<file path="src/rtl/sat_counter.sv">
// Saturating up-counter with synchronous clear; clear has priority over increment.
`timescale 1ns/1ps
module sat_counter #(
   parameter int W = 8
) (
   input  logic         clk,
   input  logic         reset,
   input  logic         inc,
   input  logic         clr,
   output logic [W-1:0] q
);
   always_ff @(posedge clk) begin
      if (reset) begin
         q <= '0;
      end else if (clr) begin
         q <= '0;
      end else if (inc && (q != {W{1'b1}})) begin
         q <= q + W'(1);
      end
   end
endmodule

</file>
<file path="config.mk">
export PLATFORM = sky130hd
export DESIGN_NAME = sat_counter
export DESIGN_NICKNAME = d
export VERILOG_FILES = /design/src/rtl/sat_counter.sv
export SDC_FILE = /design/constraint.sdc
export NUM_CORES = 1
export LEC_CHECK = 0
export ABC_AREA = 1
export CAP_MARGIN = 20
export CORE_AREA = 2 2 39 41
export DETAILED_ROUTE_END_ITERATION = 10
export DIE_AREA = 0 0 41 43
export PLACE_DENSITY = 0.73
export REMOVE_ABC_BUFFERS = 1
export SLEW_MARGIN = 30
export SYNTH_ARGS = -nofsm -noshare
export SYNTH_HDL_FRONTEND = slang
export SYNTH_SLANG_ARGS = --single-unit
</file>
<file path="constraint.sdc">
create_clock -name clk -period 1.15 [get_ports clk]
set_input_delay 0.2875 -clock clk [delete_from_list [all_inputs] [get_ports clk]]
set_output_delay 0.2875 -clock clk [all_outputs]
set_load 0.01 [all_outputs]
</file>
**Word-level counts from Yosys, hierarchy flattened**

Cells that the tools add are included.

- Equality and inequality tests: 1
- Reduce and logical (&&, ||, !) cells: 2
- Add/sub/neg operators: 1

Operators by type and width:

| operator | number |
|---|---|
| adder 8 x 1 -> 8 bit, second input constant | 1 |
| inequality test 8 bit, second input constant | 1 |
| OR reduction 2 bit | 1 |
| logical AND 1 bit | 1 |

- Register bits: 8
- Bits of input ports: 4
- Logic and storage cells: 5
- Output and inout port bits: 8

**Logic depth before layout (Yosys ltp)**

Gate-level depths: netlist of run 1.

- Word-level depth: 2
- Mapped depth: 7
- Depth with buffers taken out: 7

**Worst setup path before layout of run 1**

OpenSTA, ideal clock, no wires.

- Kind: reg-to-reg
- Start point: register q[0]
- End point: register q[0]
- Data arrival time: 1.083 ns
- Clock period less this slack: 1.198 ns
- Buffers on the path: 0
- Setup slack: -0.048 ns
- Stages on the path, launching flop included: 7
- Library setup time: 0.115 ns
- Data required time: 1.035 ns
- Cell sequence: dfxtp_1 ha_1 nand2_1 inv_2 nand3_4 a21oi_1 nor2_1

- Longest elaborated chain between the ends: 2
- Elaborated cells between the ends (all ways): 3
- Classes of those cells: add/sub (1); eq/ne (1); reduce/logical (1)

RTL lines:

| item | line | RTL |
|---|---|---|
| start, declared | 10 | `output logic [W-1:0] q` |
| start signal, assigned | 18 | `q <= q + W'(1);` |
| branches (longest 2 deep; another with adder 8 x 1 -> 8 bit) | - |  |

Parallel ways; which one is timed is not known.
A chain may end at the register's enable or synchronous reset.

**Final worst setup path of run 1**

- Start point: register q[4]
- End point: output port q[4]

No word-level cell between the ends.

==> results.md, run 1 <==
* CP top delay family: flip-flops
* Worst Hold Class: in2reg
* Clock transition at path regs at 0.06 ns
* Cells along the critical path: dlygate4sd2_1
* Residual DRC count at 0
* Gate Count Post-Synth at 73
* Final worst-path cycle share at 0.998
* Hold_sp: inc
* WP buf/inv at 1
* Crit path capture type: output pin
* Initial Util at 0.333
* Pin count of the biggest net entering global routing at 9
* Hold endpoint: q[6]
* P&R area growth vs syn at 71.2%
* Max-cap violations at 0
* Req. time, crit path at 0.86 ns
* Iteration-0 DRC Markers at 5
* Clk sinks at 8
* CP max-delay cell: dfxtp_1
* Distinct cells, synth at 14
* Sequential standard cell area at 170 sq um
* Multi-input combinational cell area at 333 sq um
* Vias after detailed routing at 562
* Worst Setup Start Kind: flip-flop
* Endpoints failing setup at 0
* Routed Antenna Nets at 0
* Drt wl/cell at 10.0 um
* CP Class: reg2out
* Slew HR at 0.849
* VDD IR max at 0.000582 V
* Synthesized area at 460 sq um
* Seq cells post-synth at 8
* Core footprint at 1380 sq um
* Number of diodes at 0
* Peak Freq at 871 MHz
* H-tree depth at 1
* FF-to-FF Start: q[4]
* Post-Route WL at 1160 um
* TritonCTS clock tree: built
* CP Max Fanout at 2
* Vias in the first global route at 448
* Run status: complete, no violations
* Static Leak at 0.357 nW
* Syn Area/Cell at 6.31 sq um
* Fillers at 137
* PwrDens at 734 nW/um^2
* Finished Layout Cells at 116
* R2R Setup Slk at 0.02 ns
* Final Max Tran Viols at 0
* Die X at 41 um
* Gpl congestion at 0.735
* Setup Skew at 0.00643 ns
* I/O Buffers at 11
* FF-to-FF End: q[4]
* Reg2Reg Depth at 6
* Share of cells above drive strength 1 at 0.390
* Num CTS Buffers at 3
* Total power at 579 uW
* Inst Count DP at 111
* Hold Crit Depth at 3
* DR vias/cell at 4.84
* Worst-margin pin slew at 0.227 ns
* CP arrival at 0.86 ns
* Total die area at 1760 sq um
* Clock root cell: clkbuf_4
* Initial antenna violation count at 0
* Hold Violations, Final at 0
* Final hold slack at 0.419 ns
* GRT overflow at 0
* RSZ-0062 raised after global routing: yes
* Number of flip-flops under the largest register name at 8
* Total track usage at 0.147
* Top reg by flops: q
* First-pass GRT wire length at 1750 um
* Largest stage delay on the critical path at 0.33 ns
* Clock tree buffer depth at 2
* I/O pin total at 12
* Sequential fraction of the synthesis area at 0.348
* Yosys warnings at 0
* Clk_lat worst skew at 0.26 ns
* First drt pass iteration count at 4
* Nets at 107
* Num rows at 14
* Dpl hpwl at 792 um
* Crit path time final at 1.15 ns
* Top Registers: q (8)
* Die height at 43 um
## worst max path at each step
stage	startpoint	to	depth (start not counted)
2_1_floorplan	q[0]	q[0]	6
3_3_place_gp	inc	q[4]	6
3_5_place_dp	inc	q[3]	6
4_1_cts	q[3]	q[0]	6
5_1_grt	q[4]	q[1]	6
6_report	q[4]	q[4]	1
## synth_stat cells, drive strengths merged
cell type,number,area [sq um]
nand3,10,62.6
o21ai,2,10.0
nor2,16,67.6
nand2,19,73.8
ha,1,12.5
nand4,1,6.26
dfxtp,8,160
inv,9,33.8
a21oi,6,30.0
clkbuf,1,3.75
## cells in the final DEF, fill, tap and decap left out, types with 2 or more instances in the layout
cell type,count
dfxtp_2,2
clkbuf_2,2
a21oi_2,4
nand2_2,2
nand3_1,8
dlygate4sd2_1,2
nor2_1,13
clkdlybuf4s15_1,3
dfxtp_4,2
nand3_4,2
buf_4,11
nand2_1,16
o21ai_0,2
dfxtp_1,4
inv_1,7
clkbuf_4,3
a21oi_1,2
nor2_4,2
buf_6,2
clkdlybuf4s50_1,2
## layer usage
layer / GRT usage / up-vias / share of wire
met4: 0.0400 / 0 / 0.0077
met3: 0.0785 / 2 / 0.069
met1: 0.164 / 248 / 0.40
met2: 0.231 / 19 / 0.53
met5: 0 / - / 0
li1: - / 293 / -
## power breakdown
group	switching, mW	internal, mW	total (mW)	leakage (nW)
registers	0.00569	0.281	0.287	0.0673
clock network	0.0961	0.119	0.216	0.0138
logic	0.0376	0.0392	0.0768	0.276
## cell type report
class,instances,area share
Tap cell,16,0.0254
Clock buffer,3,0.0286
Timing Repair Buffer,24,0.262
Inverter,9,0.0460
Sequential cell,8,0.216
Multi-Input combinational cell,56,0.422
## stage by stage
stage	cell area [sq um]	worst slack, ns	TNS [ns]	utilization
after floorplan	457	-0.0478	-0.220	-
after global placement	677	-0.206	-1.26	0.489
after detailed placement	677	-0.232	-1.46	0.489
after CTS	723	-0.0113	-0.0222	0.523
after global routing	788	-0.0521	-0.252	0.570
final	788	0.00225	0	0.570
## repair_timing
item / CTS / global route
gates resized for setup: 15 / 26
pin swaps: 2 / 7
hold buffers: 0 / 0
endpoints found under the setup margin: 15 / 16
setup buffers: 1 / 0
gates cloned: 1 / 0
## cells by family after synthesis
family | share of synthesized area
flops | 0.348
buf+inv | 0.0815
simple gates | 0.457
compound gates | 0.0870
fa+ha+maj | 0.0272
No activity file was read; power rests on OpenSTA's default activity.
==> run 2: changes to the inputs <==
==> constraint.sdc (replaced) <==
create_clock -name clk -period 1.15 [get_ports clk]
set_input_delay 0.2875 -clock clk [delete_from_list [all_inputs] [get_ports clk]]
set_output_delay 0.2875 -clock clk [all_outputs]
set_load 0.005 [all_outputs]
==> run 2 against run 1 <==
Effect of this change: sequential power about the same; first-iteration DRC count fell by 20%; worst hold slack worse by 0.0069 ns; utilization fell by 2.5 points; largest cell class unchanged; clock-buffer cell count is the same; combinational power about the same; largest power group unchanged; clock skew fell by 0.0014 ns; final cell count fell by 0.86%; critical path type unchanged; clock power up 5%.
==> results.md, run 2 (synthesized netlist as in run 1, its figures left out) <==
* Crit path time final at 1.12 ns
* Total track usage at 0.150
* Die X at 41 um
* Num rows at 14
* I/O Buffers at 11
* Gate power share at 0.130
* Final WS setup at 0.0343 ns
* Cells along the critical path: clkdlybuf4s15_1
* Most frequent cells in the layout: nand2_1, nor2_1, buf_4, nand3_1, inv_1
* TritonCTS clock tree: built
* Worst setup path start: q[1]
* Final worst-path cycle share at 0.970
* Number of diodes at 0
* VDD IR max at 0.000371 V
* Dpl hpwl at 795 um
* NetSw at 149 uW
* Setup WS pre-CTS at -0.224 ns
* Worst-margin pin slew at 0.217 ns
* Clk_lat worst skew at 0.26 ns
* CP top delay family: flip-flops
* Worst Setup Start Kind: flip-flop
* Run status: complete, no violations
* Post-Route WL at 1160 um
* Switching Share at 0.252
* CP max-delay cell: dfxtp_2
* Met2 Track Usage GR at 0.231
* Core footprint at 1380 sq um
* PwrDens at 785 nW/um^2
* Peak Freq at 896 MHz
* Setup Skew at 0.00500 ns
* P&R area growth vs syn at 63.6%
* Busiest grt layer: met2
* Nets at 106
* First drt pass iteration count at 4
* Slew HR at 0.855
* Cell-internal power at 442 uW
* Die height at 43 um
* WP buf/inv at 1
* Max-cap violations at 0
* Final hold slack at 0.412 ns
* Gpl congestion at 0.740
* Iteration-0 DRC Markers at 4
* Endpoints failing setup at 0
* Vias in the first global route at 468
* CP Class: reg2out
* Top Registers: q (8)
* Pin count of the biggest net entering global routing at 9
* Hold-fix buffers at CTS at 0
* Clock root cell: clkbuf_4
* M3 GR Usage at 0.0314
* Commonest non-fill, non-tap cell in the layout: nand2_1
* Hold Violations, Final at 0
* Drt wl/cell at 10.1 um
* Vias after detailed routing at 540
* Number of flip-flops under the largest register name at 8
* Initial Util at 0.333
* Initial antenna violation count at 0
* Static Leak at 0.340 nW
* M1 GR Usage at 0.175
* Share of total power in the clock network at 0.384
* Seq pwr share at 0.486
* Share of cells above drive strength 1 at 0.343
* GRT overflow at 0
* Hold_sp: inc
* Req. time, crit path at 0.86 ns
* FF-to-FF Start: q[0]
* H-tree depth at 1
* Num CTS Buffers at 3
* Crit path capture type: output pin
* Worst Hold Class: in2reg
* Clock tree buffer depth at 2
* Final core occ at 0.544
* DR vias/cell at 4.70
* First-pass GRT wire length at 1780 um
* Total die area at 1760 sq um
* Routed Antenna Nets at 0
* Largest stage delay on the critical path at 0.36 ns
* Clk sinks at 8
* Top reg by flops: q
* Clock transition at path regs at 0.06 ns
* Residual DRC count at 0
* I/O pin total at 12
* RSZ-0062 raised after global routing: yes
* CP arrival at 0.83 ns
* Final Max Tran Viols at 0
* CP Max Fanout at 3
-- run 2: changes by cell type in the layout (fill, tap and decap cells not counted), moves of 2 or more --
cell	delta
dfxtp_2	+2
a21oi_1	+3
a21oi_2	-3
dlygate4sd2_1	+2
-- run 2: area by class of cell --
type / count / area (sq um)
multi-input cells: 56 / 309
fillers: 136 / 631
flip-flops and latches: 8 / 169
repair buffers: 23 / 196
inverters: 9 / 36.3
clock buffers: 3 / 22.5
well taps: 16 / 20.0
-- run 2: path summary, 6_finish.rpt --
kind,end,slack (ns),cells past startpoint
worst max-delay path,q[1],0.03,1
worst min-delay path,q[6],0.41,3
worst max register to register,q[6],0.06,7
worst min register to register,q[0],0.53,2
-- run 2: repair_timing --
item | CTS | global route
cloned | 1 | 0
gates resized for setup | 12 | 20
setup buffers | 0 | 1
endpoints found under the setup margin | 14 | 12
hold endpoints to repair | 0 | 0
pin swaps | 1 | 4
-- run 2: power groups by stage --
stage / sequential, mW / clock [mW] / combinational, mW
3_3_place_gp: 0.293 / 0 / 0.0724
6_report: 0.288 / 0.227 / 0.0769
2_1_floorplan: 0.296 / 0 / 0.0269
5_1_grt: 0.288 / 0.249 / 0.0862
4_1_cts: 0.287 / 0.229 / 0.0710
3_5_place_dp: 0.293 / 0 / 0.0742
-- run 2: through the flow --
| stage | std cells | instance area, sq um | TNS, ns | power [mW] |
|---|---|---|---|---|
| after floorplan | 72 | 457 | 0 | 0.322 |
| after global placement | 110 | 669 | -1.24 | 0.365 |
| after detailed placement | 110 | 669 | -1.28 | 0.367 |
| after CTS | 114 | 697 | 0 | 0.587 |
| after global routing | 115 | 753 | -0.0218 | 0.624 |
| final | 115 | 753 | 0 | 0.591 |
-- run 2: tightest hold or removal path, delay by kind of cell --
kind	cells	cell delay [ns]
buffers and inverters	1	0.18
AO/OA/AOI/OAI	1	0.06
AND/OR/NAND/NOR	1	0.11
-- run 2: metal layers --
metal | up-vias | routed length, um
met5 | - | 0
met4 | 0 | 35
met3 | 5 | 49
met2 | 12 | 574
met1 | 234 | 503
li1 | 289 | -
